### src/rtl/bk_arith_pkg.sv
// Shared definitions for the pipelined Brent-Kung subtractor.
//   WIDTH  : operand width (fixed at 32)
//   HALF   : width of each per-stage prefix adder
//   STAGES : number of pipeline register stages
//   s1_t   : payload carried from stage 1 to stage 2
package bk_arith_pkg;

  localparam int WIDTH  = 32;
  localparam int HALF   = WIDTH / 2;
  localparam int STAGES = 2;

  typedef struct packed {
    logic [HALF-1:0] y_lo;   // resolved low half of the difference
    logic            c16;    // carry into the high half (inverted borrow)
    logic [HALF-1:0] a_hi;
    logic [HALF-1:0] b_hi;
    logic            a_msb;  // operand sign bits, kept for the overflow flag
    logic            b_msb;
  } s1_t;

endpackage

### src/rtl/bk_adder_16.sv
// Combinational Brent-Kung prefix adder with carry-in and carry-out.
//   a, b : addends (W bits, W a power of two)
//   cin  : carry-in
//   sum  : a + b + cin, low W bits
//   cout : carry-out of the top bit
module bk_adder_16
  import bk_arith_pkg::*;
#(
  parameter int W = HALF
) (
  input  logic [W-1:0] a,
  input  logic [W-1:0] b,
  input  logic         cin,
  output logic [W-1:0] sum,
  output logic         cout
);

  localparam int LOG  = $clog2(W);
  // stage 0 = bit g/p, stages 1..LOG = up-sweep, LOG+1..LAST = down-sweep
  localparam int LAST = 2 * LOG - 1;

  logic [W-1:0] pb;
  assign pb = a ^ b;

  for (genvar s = 0; s <= LAST; s++) begin : g_stage
    logic [W-1:0] g, p;
    if (s == 0) begin : g_init
      // cin folds into bit 0's generate so every prefix G is a true carry
      assign g = (a & b) | {{(W-1){1'b0}}, pb[0] & cin};
      assign p = pb;
    end else begin : g_lvl
      for (genvar i = 0; i < W; i++) begin : g_bit
        localparam bit UP    = (s <= LOG);
        localparam int D     = UP ? s : 2 * LOG - s;
        localparam int SPAN  = 1 << D;
        localparam int H     = SPAN / 2;
        // up-sweep merges at the top of each 2^D block; down-sweep fills
        // the midpoints of blocks whose lower neighbour is already complete
        localparam bit MERGE = UP ? (((i + 1) % SPAN) == 0)
                                  : ((i >= SPAN) && (((i + 1) % SPAN) == H));
        if (MERGE) begin : g_op
          assign g[i] = g_stage[s-1].g[i] | (g_stage[s-1].p[i] & g_stage[s-1].g[i-H]);
          assign p[i] = g_stage[s-1].p[i] & g_stage[s-1].p[i-H];
        end else begin : g_pass
          assign g[i] = g_stage[s-1].g[i];
          assign p[i] = g_stage[s-1].p[i];
        end
      end
    end
  end

  assign sum  = pb ^ {g_stage[LAST].g[W-2:0], cin};
  assign cout = g_stage[LAST].g[W-1];

  // Final-stage group propagates have no consumer; carries come from g only.
  logic unused_p;
  assign unused_p = ^g_stage[LAST].p;

endmodule

### src/rtl/bk_subtractor_pipe_32.sv
// Two-stage pipelined 32-bit subtractor: Y = A - B - bin (mod 2^32).
// Stage 1 resolves the low half and registers the inter-half carry;
// stage 2 resolves the high half and the flags, and drives the outputs.
//   clk, rst             : clock, synchronous active-high reset
//   in_valid / in_ready  : input handshake for A, B, bin
//   out_valid / out_ready: output handshake for Y, bout, zero, ovf
//   bout : 1 when unsigned A < B + bin
//   zero : Y == 0
//   ovf  : signed overflow of the subtraction
module bk_subtractor_pipe_32
  import bk_arith_pkg::*;
(
  input  logic             clk,
  input  logic             rst,
  input  logic             in_valid,
  output logic             in_ready,
  input  logic [WIDTH-1:0] A,
  input  logic [WIDTH-1:0] B,
  input  logic             bin,
  output logic             out_valid,
  input  logic             out_ready,
  output logic [WIDTH-1:0] Y,
  output logic             bout,
  output logic             zero,
  output logic             ovf
);

  logic [STAGES:1] vld_pipe;  // [1] = stage 1 holds data, [2] = out_valid
  logic            s2_adv, accept;
  s1_t             s1_d, s1_q;

  assign out_valid = vld_pipe[2];
  assign s2_adv    = !vld_pipe[2] || out_ready;
  assign in_ready  = !vld_pipe[1] || s2_adv;
  assign accept    = in_valid && in_ready;

  // Stage 1: low half of A + ~B + ~bin
  logic [HALF-1:0] lo_sum;
  logic            c16;

  bk_adder_16 #(.W(HALF)) u_add_lo (
    .a    (A[HALF-1:0]),
    .b    (~B[HALF-1:0]),
    .cin  (~bin),
    .sum  (lo_sum),
    .cout (c16)
  );

  always_comb begin
    s1_d       = '0;
    s1_d.y_lo  = lo_sum;
    s1_d.c16   = c16;
    s1_d.a_hi  = A[WIDTH-1:HALF];
    s1_d.b_hi  = B[WIDTH-1:HALF];
    s1_d.a_msb = A[WIDTH-1];
    s1_d.b_msb = B[WIDTH-1];
  end

  // Stage 2: high half, carried in through c16
  logic [HALF-1:0]  hi_sum;
  logic             c_out;
  logic [WIDTH-1:0] y_full;

  bk_adder_16 #(.W(HALF)) u_add_hi (
    .a    (s1_q.a_hi),
    .b    (~s1_q.b_hi),
    .cin  (s1_q.c16),
    .sum  (hi_sum),
    .cout (c_out)
  );

  assign y_full = {hi_sum, s1_q.y_lo};

  always_ff @(posedge clk) begin
    if (rst) begin
      vld_pipe <= '0;
      s1_q     <= '0;
      Y        <= '0;
      bout     <= 1'b0;
      zero     <= 1'b0;
      ovf      <= 1'b0;
    end else begin
      if (s2_adv) begin
        vld_pipe[2] <= vld_pipe[1];
        // outputs only change when a new result lands, so a stalled
        // result stays put and an empty slot keeps its last value
        if (vld_pipe[1]) begin
          Y    <= y_full;
          bout <= ~c_out;
          zero <= (y_full == '0);
          ovf  <= (s1_q.a_msb != s1_q.b_msb) && (hi_sum[HALF-1] != s1_q.a_msb);
        end
      end
      // in_ready implies stage 1 is empty or draining this cycle
      if (in_ready) vld_pipe[1] <= in_valid;
      if (accept)   s1_q        <= s1_d;
    end
  end

endmodule
### config.mk
export PLATFORM = sky130hd
export DESIGN_NAME = bk_subtractor_pipe_32
export DESIGN_NICKNAME = d
export VERILOG_FILES = /design/src/rtl/bk_arith_pkg.sv /design/src/rtl/bk_adder_16.sv /design/src/rtl/bk_subtractor_pipe_32.sv
export SDC_FILE = /design/constraint.sdc
export NUM_CORES = 1
export LEC_CHECK = 0
export CORE_MARGIN = 4
export CORE_UTILIZATION = 40
export CTS_CLUSTER_SIZE = 10
export DETAILED_ROUTE_END_ITERATION = 6
export GPL_ROUTABILITY_DRIVEN = 0
export GPL_TIMING_DRIVEN = 0
export PLACE_DENSITY = 0.64
export SKIP_CTS_REPAIR_TIMING = 1
export SLEW_MARGIN = 20
export SYNTH_ARGS = -nofsm -noshare
export SYNTH_HDL_FRONTEND = slang
export SYNTH_SLANG_ARGS = --single-unit
### constraint.sdc
create_clock -name clk -period 3.35 [get_ports clk]
set_input_delay 0.5025 -clock clk [delete_from_list [all_inputs] [get_ports clk]]
set_output_delay 0.5025 -clock clk [all_outputs]
set_load 0.02 [all_outputs]
== After elaboration in Yosys (flattened, before gate mapping) ==
Index checks and enable logic that the tools add are counted.
Word-level totals
  flip-flop bits (word level): 88
  input port bits: 69
  output and inout bits: 37
  logic and storage cells: 162
Cells by class
  reductions and logical operators: 8
  bitwise gates (word level): 140
  equality and inequality tests: 2
Operators by type and width (count)
  $and 1x1->1: 76
  $xor 16x16->16: 4
  $or 1x1->1: 52
  $and 16x16->16: 2
  $logic_not 32->1: 1
  $not 16->16: 2
  $or 16x1->16: 2
  $logic_and 1x1->1: 2
  $logic_not 1->1: 2
  $logic_or 1x1->1: 2
  $ne 1x1->1: 2
  $not 1->1: 2
  $reduce_and 2->1: 1

== Depth between registers and ports, before layout ==
  word-level depth: 19
  gate-level depth with buffers: 14
  gate-level depth less buffers: 14

== Cells and area by module ==
A second synthesis with hierarchy kept.
Unflattened totals
  cells, all modules: 565
  area, all modules: 4466.8 um^2
Modules (own cells, without submodules)
  bk_subtractor_pipe_32: seq. area each 1721.7 um^2, area each 3144.3 um^2, times used 1, cells an instance 420
  bk_adder_16 at u_add_hi: seq. area each 0.0 um^2, area each 663.1 um^2, times used 1, cells an instance 73
  bk_adder_16 at u_add_lo: seq. area each 0.0 um^2, area each 659.4 um^2, times used 1, cells an instance 72

== Least setup slack after synthesis ==
OpenSTA, ideal clock, no wires.
  kind: in2reg
  from: in A[0]
  to: reg s1_q[50] (netlist name)
  data required time: 3.280 ns
  setup time: 0.070 ns
  cell stages on the path: 12
  slack: 0.409 ns
  buffers on the path: 0
  data arrival time: 2.871 ns
  cell sequence: inv_1 > fa_1 > fa_1 > inv_1 > a21oi_1 > o21ai_0 > a41oi_2 > o21a_1 > fa_1 > xnor2_1 > nand2_1 > a21oi_1
Between the ends
  cells in the longest elaborated chain, start to end: 16
  elaborated cells on any way between the ends: 17
  those cells by class: bitwise (17)
RTL lines
  start: declaration: line bk_subtractor_pipe_32.sv:17  | input logic [WIDTH-1:0] A,
  $xor 16x16->16: line bk_adder_16.sv:23  | assign pb = a ^ b;
  $and 1x1->1: line bk_adder_16.sv:29  | assign g = (a & b) | {{(W-1){1'b0}}, pb[0] & cin};
  $or 16x1->16 *: line bk_adder_16.sv:29
  $and 1x1->1 *: line bk_adder_16.sv:42  | assign g[i] = g_stage[s-1].g[i] | (g_stage[s-1].p[i] & g_stage[s-1].g[i-H]);
  $or 1x1->1 *: line bk_adder_16.sv:42
  $and 1x1->1 *: line bk_adder_16.sv:42
  $or 1x1->1 *: line bk_adder_16.sv:42
  $and 1x1->1 *: line bk_adder_16.sv:42
  $or 1x1->1 *: line bk_adder_16.sv:42
  $and 1x1->1 *: line bk_adder_16.sv:42
  $or 1x1->1 *: line bk_adder_16.sv:42
  $and 1x1->1 *: line bk_adder_16.sv:42
  $or 1x1->1 *: line bk_adder_16.sv:42
  $and 1x1->1 *: line bk_adder_16.sv:42
  $or 1x1->1 *: line bk_adder_16.sv:42
  $xor 16x16->16 *: line bk_adder_16.sv:52  | assign sum = pb ^ {g_stage[LAST].g[W-2:0], cin};
  end signal: assignment: line bk_subtractor_pipe_32.sv:77  | s1_q <= '0;
  end signal: assignment: line bk_subtractor_pipe_32.sv:96  | if (accept) s1_q <= s1_d;
  end: declaration: line bk_subtractor_pipe_32.sv:30  | s1_t s1_d, s1_q;
Mark *: on every way between the ends. The rest lies on a longest branch, timed or not.
A chain may end at the register's enable or synchronous reset.

== Worst setup path in the final report ==
  from: reg s1_q[2] (netlist name)
  to: reg zero
Between the ends
  cells in the longest elaborated chain, start to end: 18
  elaborated cells on any way between the ends: 35
  those cells by class: bitwise (34); reduce/logical (1)
RTL lines
  $not 16->16 *: line bk_subtractor_pipe_32.sv:66  | .b (~s1_q.b_hi),
  $xor 16x16->16: line bk_adder_16.sv:23
  $and 1x1->1: line bk_adder_16.sv:29
  $or 16x1->16: line bk_adder_16.sv:29
  $and 1x1->1: line bk_adder_16.sv:42
  $or 1x1->1: line bk_adder_16.sv:42
  $and 1x1->1: line bk_adder_16.sv:42
  $or 1x1->1: line bk_adder_16.sv:42
  [2 not listed]
  $and 1x1->1: line bk_adder_16.sv:42
  $or 1x1->1: line bk_adder_16.sv:42
  $and 1x1->1: line bk_adder_16.sv:42
  $or 1x1->1: line bk_adder_16.sv:42
  $and 1x1->1: line bk_adder_16.sv:42
  $or 1x1->1: line bk_adder_16.sv:42
  $xor 16x16->16 *: line bk_adder_16.sv:52
  $logic_not 32->1 *: line bk_subtractor_pipe_32.sv:90  | zero <= (y_full == '0);
  end signal: assignment: line bk_subtractor_pipe_32.sv:90
  end: declaration: line bk_subtractor_pipe_32.sv:24  | output logic zero,
Marked as above.

==> results.sh <==
export IMPL_status="finished clean"
export IMPL_min_period_over_period=0.952
export IMPL_worstPathCellList="inv_1, fa_1, inv_1, fa_1, nand2b_1, a21o_1, a31oi_2, a31o_2, a31oi_1, fa_1, xnor2_1, nor4_2, a32oi_1, nor2_1"
export IMPL_antenna_found_initial=0
export IMPL_diodes=0
export IMPL_dpl_hpwl_mm=9.37
export IMPL_final_max_slew_violation_count=0
export IMPL_slowest_delay_ps=450
export IMPL_die_h_um=113
export IMPL_power_mw=2.51
export IMPL_synth_seq_cells=86
export IMPL_wire_per_inst_um=14.4
export IMPL_netlist_area_leader_share=0.394
export IMPL_cts_buffers=9
export IMPL_grt_pass1_wl_mm=18.2
export IMPL_clockRootBuffer="clkbuf_8"
export IMPL_critPathMostFrequentCell="fa_1"
export IMPL_cp_required_ps=3650
export IMPL_p_clk_frac=0.286
export IMPL_areaGrowthSynthToFinish_pct=32.4
export IMPL_tightest_slew_ps=568
export IMPL_p_int_mw=1.76
export IMPL_synth_ff_type="dfxtp_1"
export IMPL_max_vdd_ir_drop_mv=0.186
export IMPL_drive_gt1_frac=0.0585
export IMPL_setup_viol=0
export IMPL_num_vias=3802
export IMPL_syn_nets=646
export IMPL_synth_most_common_cell="nand2_1"
export IMPL_clock_latency_ps=360
export IMPL_die_w_um=113
export IMPL_synth_area_um2=4370
export IMPL_cp_slowest_cell="fa_1"
export IMPL_nNetsFinal=761
export IMPL_vias_per_cell=4.84
export IMPL_grt_usage=0.180
export IMPL_cts_clk_slew_worst_paths_ps=80
export IMPL_coreArea_um2=10500
export IMPL_dieArea_um2=12700
export IMPL_fin_skew_ps=8.57
export IMPL_synth_cell_types=39
export IMPL_start_kind="flop"
export IMPL_hold_violations=0
export IMPL_fin_area_um2=5790
export IMPL_synth_yosys_seq_area_share=0.394
export IMPL_synth_top_cells_by_area="dfxtp_1 39%, nand2_1 11%, a21oi_1 8.7%"
export IMPL_p_comb_frac=0.259
export IMPL_synth_edff_count=0
export IMPL_firstDrtPassIters=4
export IMPL_holdWs_ps=454
export IMPL_synth_warnings=0
export IMPL_synthTopCellsByCount="130 x nand2_1, 86 x dfxtp_1, 76 x a21oi_1"
export IMPL_cts_num_sinks=86
export IMPL_drc_errors=0
export IMPL_rsz0062_at_grt="no"
export IMPL_p_sw_mw=0.750
export IMPL_htree_num_levels=3
export IMPL_placed_area_um2=5580
export IMPL_syn_instance_count=531
export IMPL_core_rowCount=37
export IMPL_holdCritPathClass="reg -> reg"
export IMPL_cellPowerDensity_nw_per_um2=433
export IMPL_ant_nets=0
export IMPL_critPathMaxFanout=3
export IMPL_wl_mm=11.3
export IMPL_grt_overflow_total=0
export IMPL_drtIter0Drc=153
export IMPL_boundaryPins=106
export IMPL_initial_core_util=0.418
export IMPL_fill_cells=1048
export IMPL_synthArstFlopShare=0
export IMPL_grt_max_degree=14
export IMPL_grt_pass1_vias=3687
export IMPL_slew_headroom=0.621
export IMPL_cts_tree="yes"
export IMPL_crit_path_end_kind="flop"
export IMPL_p_leak_nw=2.31
export IMPL_yosys_area_top_type="dfxtp_1"
export IMPL_p_seq_frac=0.456
export IMPL_clock_path_buffers=2
export IMPL_port_buffers=104
export IMPL_cp_arrival_ps=3490
export IMPL_maxCapViolCount=0
export IMPL_switching_share=0.299
export IMPL_worstSetupPathType="reg -> reg"
export IMPL_fmax_ghz=0.314
export IMPL_syn_area_per_cell_um2=8.23
export IMPL_finalWorstPathRequiredPeriod_ps=3190
[flip-flops by register name, summed over array words and instances, names as in the netlist]
name and count:
zero 1, bout 1, Y 32, ovf 1
vld_pipe 2, s1_q 49
[cell type report]
type | count | area, um2 | area share
timing repair buffer | 104 | 1040 | 0.180
buffer | 28 | 128 | 0.0221
tap | 136 | 170 | 0.0294
clock inverter | 4 | 47.5 | 0.00822
clock buffer | 11 | 141 | 0.0244
sequential | 86 | 1720 | 0.298
multi-input combinational | 366 | 2340 | 0.405
inverter | 51 | 191 | 0.0331
[cells in the final DEF, fill, tap and decap left out, types with 3 or more instances in the layout]
cell	n
ha_1	28
nor2b_1	3
o211ai_1	3
clkbuf_8	10
fa_1	18
dfxtp_1	86
a211oi_1	18
buf_2	12
o21a_1	3
inv_1	51
nor2_1	31
nand2b_1	3
clkbuf_1	13
xor2_1	3
nand3_1	3
clkdlybuf4s50_1	104
nand4_1	3
a21o_1	5
a21oi_1	76
nor4_1	3
nand2_1	130
xnor2_1	12
a31oi_1	3
[metal layers]
metal	share of wire	GRT usage	wire (um)	up-vias
met5	0	0	0	-
met2	0.45	0.290	5140	79
li1	-	-	-	1967
met3	0.047	0.0361	535	12
met4	0.012	0.0505	141	0
met1	0.49	0.246	5520	1744
[worst max-delay path: cells and delay by family (launching register included)]
family	cells	cell delay, ps
adders and majority gates	3	1010
xor gates and xnor gates	1	180
AOI/OAI and AO/OA	5	900
buffers and inverters	2	130
DFF	1	320
and+or+nand+nor	3	610
[cell families (layout without fill, tap and decap cells)]
logic type,count (synthesis),count (layout),synth area share
buf+inv,79,198,0.0730
xor+xnor,15,15,0.0301
simple gates,184,184,0.174
flops,86,86,0.394
compound gates,121,121,0.167
fa+ha+maj,46,46,0.163
[power groups by stage]
| stage | clock network [mW] | logic, mW | registers, mW |
|---|---|---|---|
| final | 0.716 | 0.648 | 1.14 |
| after global routing | 0.774 | 0.716 | 1.15 |
| after CTS | 0.727 | 0.645 | 1.14 |
| after detailed placement | 0 | 0.643 | 1.17 |
| after global placement | 0 | 0.627 | 1.16 |
| after floorplan | 0 | 0.355 | 1.18 |
[worst paths after layout]
path	start	end	slack [ps]	depth (start not counted)
worst max-delay path	s1_q[2]	zero	160	14
worst min-delay path	Y[11]	Y[11]	450	2
worst max register to register	s1_q[2]	zero	160	14
worst min register to register	Y[11]	Y[11]	450	2
[stage by stage]
step	cells	utilization	TNS [ps]	worst slack (ps)
after floorplan	531	-	0	409
after global placement	771	0.533	-1270	-331
after detailed placement	771	0.533	-1780	-387
after CTS	786	0.551	-7.13	-7.13
after global routing	786	0.553	0	22.0
final	786	0.553	0	160
No activity file was read; power rests on OpenSTA's default activity.
